## src/rtl/card_line_prefetch_pkg.sv

```systemverilog
// Shared display constants for the card renderer: card geometry, card_type
// encoding, background colour and the h-blank budget the prefetcher must fit in.
package card_line_prefetch_pkg;

   localparam int          CARD_W         = 32;
   localparam int          CARD_H         = 46;
   localparam int          SUIT_SPAN      = 13;
   localparam logic [5:0]  FACE_RED       = 6'd52;
   localparam logic [5:0]  FACE_BLACK     = 6'd53;
   localparam logic [5:0]  CARD_TYPE_MAX  = 6'd53;
   localparam logic [11:0] BG_COLOR       = 12'h000;
   localparam int          H_BLANK_CYCLES = 160;

   typedef enum logic [1:0] {
      ST_IDLE,
      ST_FETCH,
      ST_FLUSH
   } fetch_state_e;

   // Types 54..63 have no artwork in the ROM.
   function automatic logic card_drawable(input logic [5:0] card_type);
      return card_type <= CARD_TYPE_MAX;
   endfunction

endpackage

```

## src/rtl/card_line_prefetch_fetch_pipe.sv

```systemverilog
// One-stage write pipe: holds the line-buffer address and background flag of the
// ROM read in flight, and selects ROM data or background when the data arrives.
module card_fetch_pipe #(
   parameter int          AW       = 7,
   parameter logic [11:0] BG_COLOR = 12'h000
) (
   input  logic          clk,
   input  logic          rst_n,
   input  logic          issue_i,
   input  logic          kill_i,
   input  logic [AW-1:0] addr_i,
   input  logic          use_bg_i,
   input  logic [11:0]   rom_pixel_i,
   output logic          lb_we_o,
   output logic [AW-1:0] lb_addr_o,
   output logic [11:0]   lb_data_o
);

   logic          valid_q;
   logic [AW-1:0] addr_q;
   logic          use_bg_q;

   always_ff @(posedge clk or negedge rst_n) begin
      if (!rst_n) begin
         valid_q  <= 1'b0;
         addr_q   <= '0;
         use_bg_q <= 1'b0;
      end else begin
         valid_q <= issue_i && !kill_i;
         if (issue_i) begin
            addr_q   <= addr_i;
            use_bg_q <= use_bg_i;
         end
      end
   end

   assign lb_we_o   = valid_q;
   assign lb_addr_o = addr_q;

   // Data is forced to zero when no write is in progress.
   always_comb begin
      lb_data_o = '0;
      if (valid_q) begin
         lb_data_o = use_bg_q ? BG_COLOR : rom_pixel_i;
      end
   end

endmodule

```

## src/rtl/card_line_prefetch.sv

```systemverilog
// Scanline prefetcher: snapshots a row of card slots at line_start and streams one
// ROM read per cycle into the line buffer, slot by slot, column by column.
module card_line_prefetch #(
   parameter int          SLOTS    = 4,
   parameter int          CARD_W   = card_line_prefetch_pkg::CARD_W,
   parameter int          CARD_H   = card_line_prefetch_pkg::CARD_H,
   parameter logic [11:0] BG_COLOR = card_line_prefetch_pkg::BG_COLOR
) (
   input  logic                              clk_25MHz,
   input  logic                              rst_n,
   input  logic                              line_start,
   input  logic [9:0]                        line_y,
   input  logic [9:0]                        row_y0,
   input  logic [6*SLOTS-1:0]                slot_card,
   input  logic [SLOTS-1:0]                  slot_valid,
   output logic [5:0]                        rom_card_type,
   output logic [5:0]                        rom_pixel_x,
   output logic [5:0]                        rom_pixel_y,
   input  logic [11:0]                       rom_pixel,
   output logic                              lb_we,
   output logic [$clog2(SLOTS*CARD_W)-1:0]   lb_addr,
   output logic [11:0]                       lb_data,
   output logic                              busy,
   output logic                              done,
   output logic                              overrun
);

   import card_line_prefetch_pkg::*;

   localparam int            SW     = (SLOTS > 1) ? $clog2(SLOTS) : 1;
   localparam int            XW     = $clog2(CARD_W);
   localparam int            AW     = $clog2(SLOTS*CARD_W);
   localparam logic [SW-1:0] S_LAST = SW'(SLOTS-1);
   localparam logic [XW-1:0] X_LAST = XW'(CARD_W-1);

   fetch_state_e     state_q, state_d;
   logic [5:0]       slot_card_arr [SLOTS];
   logic [5:0]       snap_card_q   [SLOTS];
   logic [SLOTS-1:0] snap_valid_q;
   logic             row_hit_q, row_hit_d;
   logic [5:0]       py_q, py_d;
   logic [SW-1:0]    s_q;
   logic [XW-1:0]    x_q;
   logic             done_q, overrun_q;
   logic             overrun_d;
   logic             last_issue;
   logic             issue;
   logic             use_bg;
   logic [AW-1:0]    issue_addr;
   logic [10:0]      line_y_w, row_top_w, row_end_w;

   generate
      for (genvar gi = 0; gi < SLOTS; gi++) begin : g_slot
         assign slot_card_arr[gi] = slot_card[6*gi +: 6];

         always_ff @(posedge clk_25MHz or negedge rst_n) begin
            if (!rst_n) begin
               snap_card_q[gi]  <= '0;
               snap_valid_q[gi] <= 1'b0;
            end else if (line_start) begin
               snap_card_q[gi]  <= slot_card_arr[gi];
               snap_valid_q[gi] <= slot_valid[gi];
            end
         end
      end
   endgenerate

   // Widened to 11 bits so a card row near the bottom of the frame cannot wrap.
   assign line_y_w  = {1'b0, line_y};
   assign row_top_w = {1'b0, row_y0};
   assign row_end_w = row_top_w + 11'(CARD_H);
   assign row_hit_d = (line_y_w >= row_top_w) && (line_y_w < row_end_w);
   assign py_d      = 6'(line_y - row_y0);

   assign last_issue = (state_q == ST_FETCH) && (s_q == S_LAST) && (x_q == X_LAST);
   assign overrun_d  = line_start && busy;

   always_ff @(posedge clk_25MHz or negedge rst_n) begin
      if (!rst_n) begin
         state_q <= ST_IDLE;
      end else begin
         state_q <= state_d;
      end
   end

   always_comb begin
      state_d = state_q;
      case (state_q)
         ST_IDLE:  if (line_start) state_d = ST_FETCH;
         ST_FETCH: begin
            if (line_start)      state_d = ST_FETCH;
            else if (last_issue) state_d = ST_FLUSH;
         end
         ST_FLUSH: state_d = line_start ? ST_FETCH : ST_IDLE;
         default:  state_d = ST_IDLE;
      endcase
   end

   always_comb begin
      busy  = (state_q != ST_IDLE);
      issue = (state_q == ST_FETCH);
   end

   // Counters park on the last column after the final issue so the ROM address
   // outputs keep their last value while idle.
   always_ff @(posedge clk_25MHz or negedge rst_n) begin
      if (!rst_n) begin
         row_hit_q <= 1'b0;
         py_q      <= '0;
         s_q       <= '0;
         x_q       <= '0;
      end else if (line_start) begin
         row_hit_q <= row_hit_d;
         py_q      <= py_d;
         s_q       <= '0;
         x_q       <= '0;
      end else if (issue && !last_issue) begin
         if (x_q == X_LAST) begin
            x_q <= '0;
            s_q <= s_q + 1'b1;
         end else begin
            x_q <= x_q + 1'b1;
         end
      end
   end

   always_ff @(posedge clk_25MHz or negedge rst_n) begin
      if (!rst_n) begin
         done_q    <= 1'b0;
         overrun_q <= 1'b0;
      end else begin
         done_q    <= (state_q == ST_FLUSH) && !line_start;
         overrun_q <= overrun_d;
      end
   end

   assign use_bg     = !row_hit_q || !snap_valid_q[s_q] || !card_drawable(snap_card_q[s_q]);
   assign issue_addr = AW'(s_q) * AW'(CARD_W) + AW'(x_q);

   assign rom_card_type = snap_card_q[s_q];
   assign rom_pixel_x   = 6'(x_q);
   assign rom_pixel_y   = py_q;

   card_fetch_pipe #(
      .AW       (AW),
      .BG_COLOR (BG_COLOR)
   ) u_pipe (
      .clk         (clk_25MHz),
      .rst_n       (rst_n),
      .issue_i     (issue),
      .kill_i      (overrun_d),
      .addr_i      (issue_addr),
      .use_bg_i    (use_bg),
      .rom_pixel_i (rom_pixel),
      .lb_we_o     (lb_we),
      .lb_addr_o   (lb_addr),
      .lb_data_o   (lb_data)
   );

   assign done    = done_q;
   assign overrun = overrun_q;

endmodule

```

## config.mk

```make
export PLATFORM = sky130hd
export DESIGN_NAME = card_line_prefetch
export DESIGN_NICKNAME = d
export VERILOG_FILES = /design/src/rtl/card_line_prefetch_pkg.sv /design/src/rtl/card_line_prefetch_fetch_pipe.sv /design/src/rtl/card_line_prefetch.sv
export SDC_FILE = /design/constraint.sdc
export NUM_CORES = 1
export LEC_CHECK = 0
export CORE_ASPECT_RATIO = 1.5
export CORE_MARGIN = 1.5
export CORE_UTILIZATION = 35
export DETAILED_ROUTE_END_ITERATION = 10
export DONT_BUFFER_PORTS = 1
export SYNTH_ARGS = -nofsm -noshare
export SYNTH_HDL_FRONTEND = slang
export SYNTH_SLANG_ARGS = --single-unit
```

## constraint.sdc

```tcl
create_clock -name clk_25MHz -period 1.47 [get_ports clk_25MHz]
set_input_delay 0.294 -clock clk_25MHz [delete_from_list [all_inputs] [get_ports clk_25MHz]]
set_output_delay 0.294 -clock clk_25MHz [all_outputs]
set_load 0.02 [all_outputs]
```

* Word-level counts from Yosys, hierarchy flattened
Cells that the tools add are included.
** Operators by class
- Add/subtract/negate cells :: 5
- Reduce and logical (&&, ||, !) cells :: 21
- Bitwise gates (word level) :: 1
- Eq/ne operators :: 6
- Muxes and demuxes :: 18
- Order comparisons :: 5
** Operator list (count)
- two-way mux 12 bit :: 2
- two-way mux 5 bit :: 3
- binary-select mux 6 bit (select 2 bit) :: 1
- two-way mux 2 bit :: 6
- two-way mux 6 bit :: 2
- adder 10 x 6 -> 11 bit, second input constant :: 1
- < comparator 10 x 11 -> 1 bit :: 1
- greater-or-equal comparator 10 bit :: 1
- adder 7 x 5 -> 7 bit :: 1
- logical AND 1 bit :: 7
- <= comparator 6 bit, second input constant :: 1
- zero test 1 bit :: 6
- case mux 2 bit (3 select lines) :: 1
- nonzero test 2 bit :: 3
- subtractor 6 bit :: 1
- adder 5 x 1 -> 5 bit, second input constant :: 1
- equality test 5 bit, second input constant :: 1
- equality test 2 bit, second input constant :: 2
- AND reduction 2 bit :: 2
- greater-or-equal comparator 3 bit, second input constant :: 1
- < comparator 2 x 3 -> 1 bit, second input constant :: 1
- inequality test 3 bit, second input constant :: 1
- inverter 2 -> 3 bit :: 1
- adder 2 x 1 -> 2 bit, second input constant :: 1
- 6 further kinds :: 8
** Word-level totals
- Output and inout bits :: 41
- Register bits :: 55
- Word-level logic and storage cells :: 74

* Longest topological paths before layout
- Depth in word-level cells :: 7
- Mapped depth :: 11
- Gate-level depth less buffers :: 11

* By module
From an unflattened synthesis, not the netlist that was laid out.
** Second synthesis, totals
- Cell total of the unflattened synthesis :: 266
- Area total of the unflattened synthesis :: 3208.1 um^2
** Modules (own cells, without submodules)
- card_line_prefetch :: area each 2730.1 um^2, cells an instance 233, seq. area each 1151.1 um^2, instances 1
- card_fetch_pipe :: area each 478.0 um^2, cells an instance 33, seq. area each 225.2 um^2, instances 1

* Least setup slack after synthesis
OpenSTA, ideal clock, no wires.
- Path kind :: input-to-reg
- Start point :: input port row_y0[1]
- End point :: register row_hit_q
- Data arrival time :: 1.868 ns
- Stages on the path :: 11
- Setup time :: 0.066 ns
- Path buffers :: 0
- Setup slack :: -0.464 ns
- Path through :: inv_1 ha_1 nand2b_1 a21oi_1 nor4_1 xnor2_1 ha_1 a211oi_1 o211ai_1 a211oi_1 o32a_1
** On the way
- Cells in the longest elaborated chain, start to end :: 3
- Elaborated cells between the ends (all ways) :: 4
** RTL lines
- start: declaration :: RTL line card_line_prefetch.sv:13 : input logic [9:0] row_y0,
- adder 10 x 6 -> 11 bit :: RTL line card_line_prefetch.sv:71 : assign row_end_w = row_top_w + 11'(CARD_H);
- < comparator 10 x 11 -> 1 bit :: RTL line card_line_prefetch.sv:72 : assign row_hit_d = (line_y_w >= row_top_w) && (line_y_w < row_end_w);
- logical AND 1 bit * :: RTL line card_line_prefetch.sv:72
- end signal: assignment :: RTL line card_line_prefetch.sv:113 : row_hit_q <= row_hit_d;
- end: declaration :: RTL line card_line_prefetch.sv:40 : logic row_hit_q, row_hit_d;
Every way passes the cells marked *; elsewhere a longest branch is shown, timed or not.
A chain may end at the register's enable or synchronous reset.

* Worst setup path in the final report
- Start point :: register s_q[0]
- End point :: output port rom_card_type[3]
** On the way
- Cells in the longest elaborated chain, start to end :: 4
** RTL lines
- start: declaration :: RTL line card_line_prefetch.sv:42 : logic [SW-1:0] s_q;
- start signal: assignment :: RTL line card_line_prefetch.sv:120 : s_q <= s_q + 1'b1;
- inverter 2 -> 3 bit (not written as such) :: RTL line card_line_prefetch.sv:140 : assign rom_card_type = snap_card_q[s_q];
- binary-select mux 6 bit (select 2 bit) :: RTL line card_line_prefetch.sv:140
- two-way mux 6 bit (not written as such) (2 in series) :: RTL line card_line_prefetch.sv:140
- end: declaration :: RTL line card_line_prefetch.sv:16 : output logic [5:0] rom_card_type,
No other way between the ends. The select of a mux whose other input is x is not followed.

==> flow_summary_export.csv <==
group,metric,value,unit
outcome,outcome,"finished, violations left",
outcome,violations,"negative hold slack, negative setup slack",
logic_synthesis,ys_ff_latch,55,
logic_synthesis,syn-cell-area,3160,um^2
worst_setup_path,cp.arrival,1.50,ns
pwr,p_sw_share,24.8,%
route,drt-total-wl,6960,um
logic_synthesis,synth-async-reset-ratio,100,%
finish,fin_nets,393,
global_routing,grt_max_degree,56,
logic_synthesis,synth.most_common_cell,"dfrtp_1",
worst_setup_path,worstPathRequired,1.18,ns
die,die-area,9620,um^2
pwr,peakVddDrop,0.000660,V
clock_tree,ctsLongestPathBuffers,2,
pwr,total_power,0.00380,W
worst_setup_path,crit_path_end_kind,"output port",
route,viasPerCell,5.23,
finish,layout-drive-gt1-share,42.3,%
timing,rsz0062_at_grt,"yes",
logic_synthesis,synth_enable_flop_cells,0,
pwr,powerDensity,992,nW/um^2
logic_synthesis,seq_area_frac_synth,43.5,%
placement,portBuffers,0,
worst_setup_path,r2r_setup_slack,-0.23,ns
clock_tree,ctsRootBufferMaster,"clkbuf_16",
clock_tree,cts_max_level,2,
die,initial_core_util,36.0,%
route,avgRoutedWirePerCell,16.6,um
logic_synthesis,ys_types,46,
global_routing,grt_pass1_vias,2318,
global_routing,overflow,0,
timing,setup_ws,-0.321,ns
pwr,pwr-share-comb,17.4,%
clock_tree,clk_pin_slew,0.07,ns
timing,hold_violations,55,
logic_synthesis,synth_top_area_share,43.5,%
logic_synthesis,synth_largest_area_cell,"dfrtp_1",
timing,setup_viol,9,
finish,areaGrowthSynthToFinish,21.1,%
job,maxCapViolations,0,
timing,fmaxAchievable,558,MHz
global_routing,antenna_found_initial,1,
pwr,clockPowerShare,35.9,%
die,pin_count,104,
logic_synthesis,yosys-top-cells-count,"dfrtp_1, mux2_2, ha_1, a21oi_1, inv_1",
pwr,seq_power_share,46.7,%
route,antenna_left,0,
route,first_pass_iters,4,
timing,period_share,122,%
clock_tree,cts_made_buffers,5,
route,drc_errors,0,
timing,fin_crit,1.79,ns
clock_tree,cts_sinks,55,
finish,utilization,43.6,%
logic_synthesis,dominantRegCellSynth,"dfrtp_1",
pwr,cellInternalPower,0.00286,W
global_routing,grt_pass1_wl,11200,um
worst_setup_path,rr_worst_depth,6,
pwr,p_switching,0.000941,W
logic_synthesis,postSynthAreaPerCell,11.5,um^2
worst_setup_path,r2r_start,"s_q[0]",
worst_setup_path,critPathKind,"reg -> out",
worst_setup_path,worst_r2r_endpoint,"u_pipe.use_bg_q",
die,rows,42,
logic_synthesis,synth.area.top_cells,"dfrtp_1, mux2_2, ha_1",
pwr,p_leak,1.69,nW
clock_tree,clk-insertion-delay-late,0.29,ns
clock_tree,cts_tree,"built",
global_routing,grt_usage,15.3,%
die,dieWidth,80.6,um
finish,nFillCells,825,
placement,dpl_worst_slack,-0.518,ns
timing,slew_viol_final,0,
min_path,hold_class,"in -> async",
logic_synthesis,syn-num-nets,362,
worst_setup_path,crit_path_start_kind,"flop",
worst_setup_path,critPathLaunch,"s_q[0]",
logic_synthesis,yosys_warnings,0,
die,core-area,8780,um^2
timing,hold_slack,-0.308,ns
route,first_iter_violations,48,
timing,skew,0.00305,ns
placement,gp_congestion,0.774,
logic_synthesis,postSynthCellCount,275,
route,routed-via-count,2186,
die,die_y,119,um
placement,dpl.hpwl,5330,um
worst_setup_path,critical_path_peak_fanout,5,
-- critical path, stage by stage (launching register included) --
cell and delay (ns):
dfrtp_2 0.40, buf_12 0.13, mux4_2 0.52, buf_6 0.15
-- cells by family after synthesis --
family                   after synthesis  share of synthesized area (%)
XOR/XNOR                               9                           2.49
other                                  1                          0.119
multiplexers                          46                           18.8
AND/OR/NAND/NOR                       63                           10.8
adder cells (fa/ha/maj)               24                           9.74
buffers and inverters                 32                           5.22
AO/OA/AOI/OAI                         45                           9.30
flip-flops                            55                           43.5
-- per-layer routing --
metal	track usage, %	vias up	wire, um
li1	-	1038	-
met1	15.4	1045	2300
met2	27.6	93	3820
met3	5.59	10	652
met4	6.47	0	178
met5	0	-	0
-- sequential cells by signal (all words and copies together) (netlist names), 2 cells and up --
name,cells
rom_pixel_y,6
s_q,2
snap_card_q,24
snap_valid_q,4
state_q,2
u_pipe.lb_addr_o,7
x_q,5
-- area by class of cell --
cell class | instances | area [um^2] | share of cell area [%]
Antenna cell | 1 | 2.50 | 0.0654
Clock buffer | 6 | 139 | 3.63
Clock inverter | 2 | 35.0 | 0.915
Inverter | 16 | 60.1 | 1.57
Multi-Input combinational cell | 188 | 1740 | 45.5
Sequential cell | 55 | 1380 | 36.0
Tap cell | 110 | 138 | 3.59
Timing Repair Buffer | 40 | 335 | 8.76
-- layout by cell type (no fill, tap or decap), types with 2 or more instances in the layout --
cell type  Yosys  routed
a21oi_1       16      13
mux2_2        36      36
a21oi_2        1       4
o21ai_0        6       6
and2_4         0      12
clkbuf_16      0       5
nand2b_1       5       3
nand3_1        3       3
inv_2          0       2
nor3b_1        2       2
and3_1         3       2
o211ai_1       5       5
nor2b_1        4       3
nand2_1       12      11
mux4_2         7       7
xnor2_1        9       9
o31ai_1        2       2
mux2i_1        3       3
nor2_1        10       9
buf_6          2       6
or2_2          2       2
ha_1          23      18
nand2b_4       0       2
nor3_1         2       2
o21a_1         2       2
or3_1          4       3
a211oi_1       3       2
inv_1         15      13
ha_2           0       4
buf_4          6      33
dfrtp_2        0       2
dfrtp_1       55      53
-- power groups by stage --
stage                     clock, W  combinational (W)  sequential (W)
after floorplan                  0           0.000481         0.00178
after global placement           0           0.000585         0.00180
after detailed placement         0           0.000600         0.00180
after CTS                  0.00141           0.000637         0.00178
after global routing       0.00150           0.000735         0.00179
final                      0.00136           0.000662         0.00177
-- how the worst max path moves through the flow --
stage	to
final	rom_card_type[3]
after global routing	rom_card_type[3]
after CTS	rom_card_type[2]
after detailed placement	row_hit_q
after global placement	row_hit_q
after floorplan	row_hit_q
-- what timing repair did --
action                                  CTS  global route
pin swaps                                 6            19
resized for setup                        28            13
hold endpoints to repair                 55            55
gates cloned                              0             1
setup buffers                             5             4
endpoints found under the setup margin   25            26
-- through the flow --
step	TNS, ns	instance area, um^2	std cells
CTS	-2.48	3750	412
detailed placement	-1.24	3500	400
global route	-3.51	3830	417
floorplan	-0.362	3220	275
global placement	-1.06	3500	400
finish	-2.22	3830	418
No activity file was read; power rests on OpenSTA's default activity.
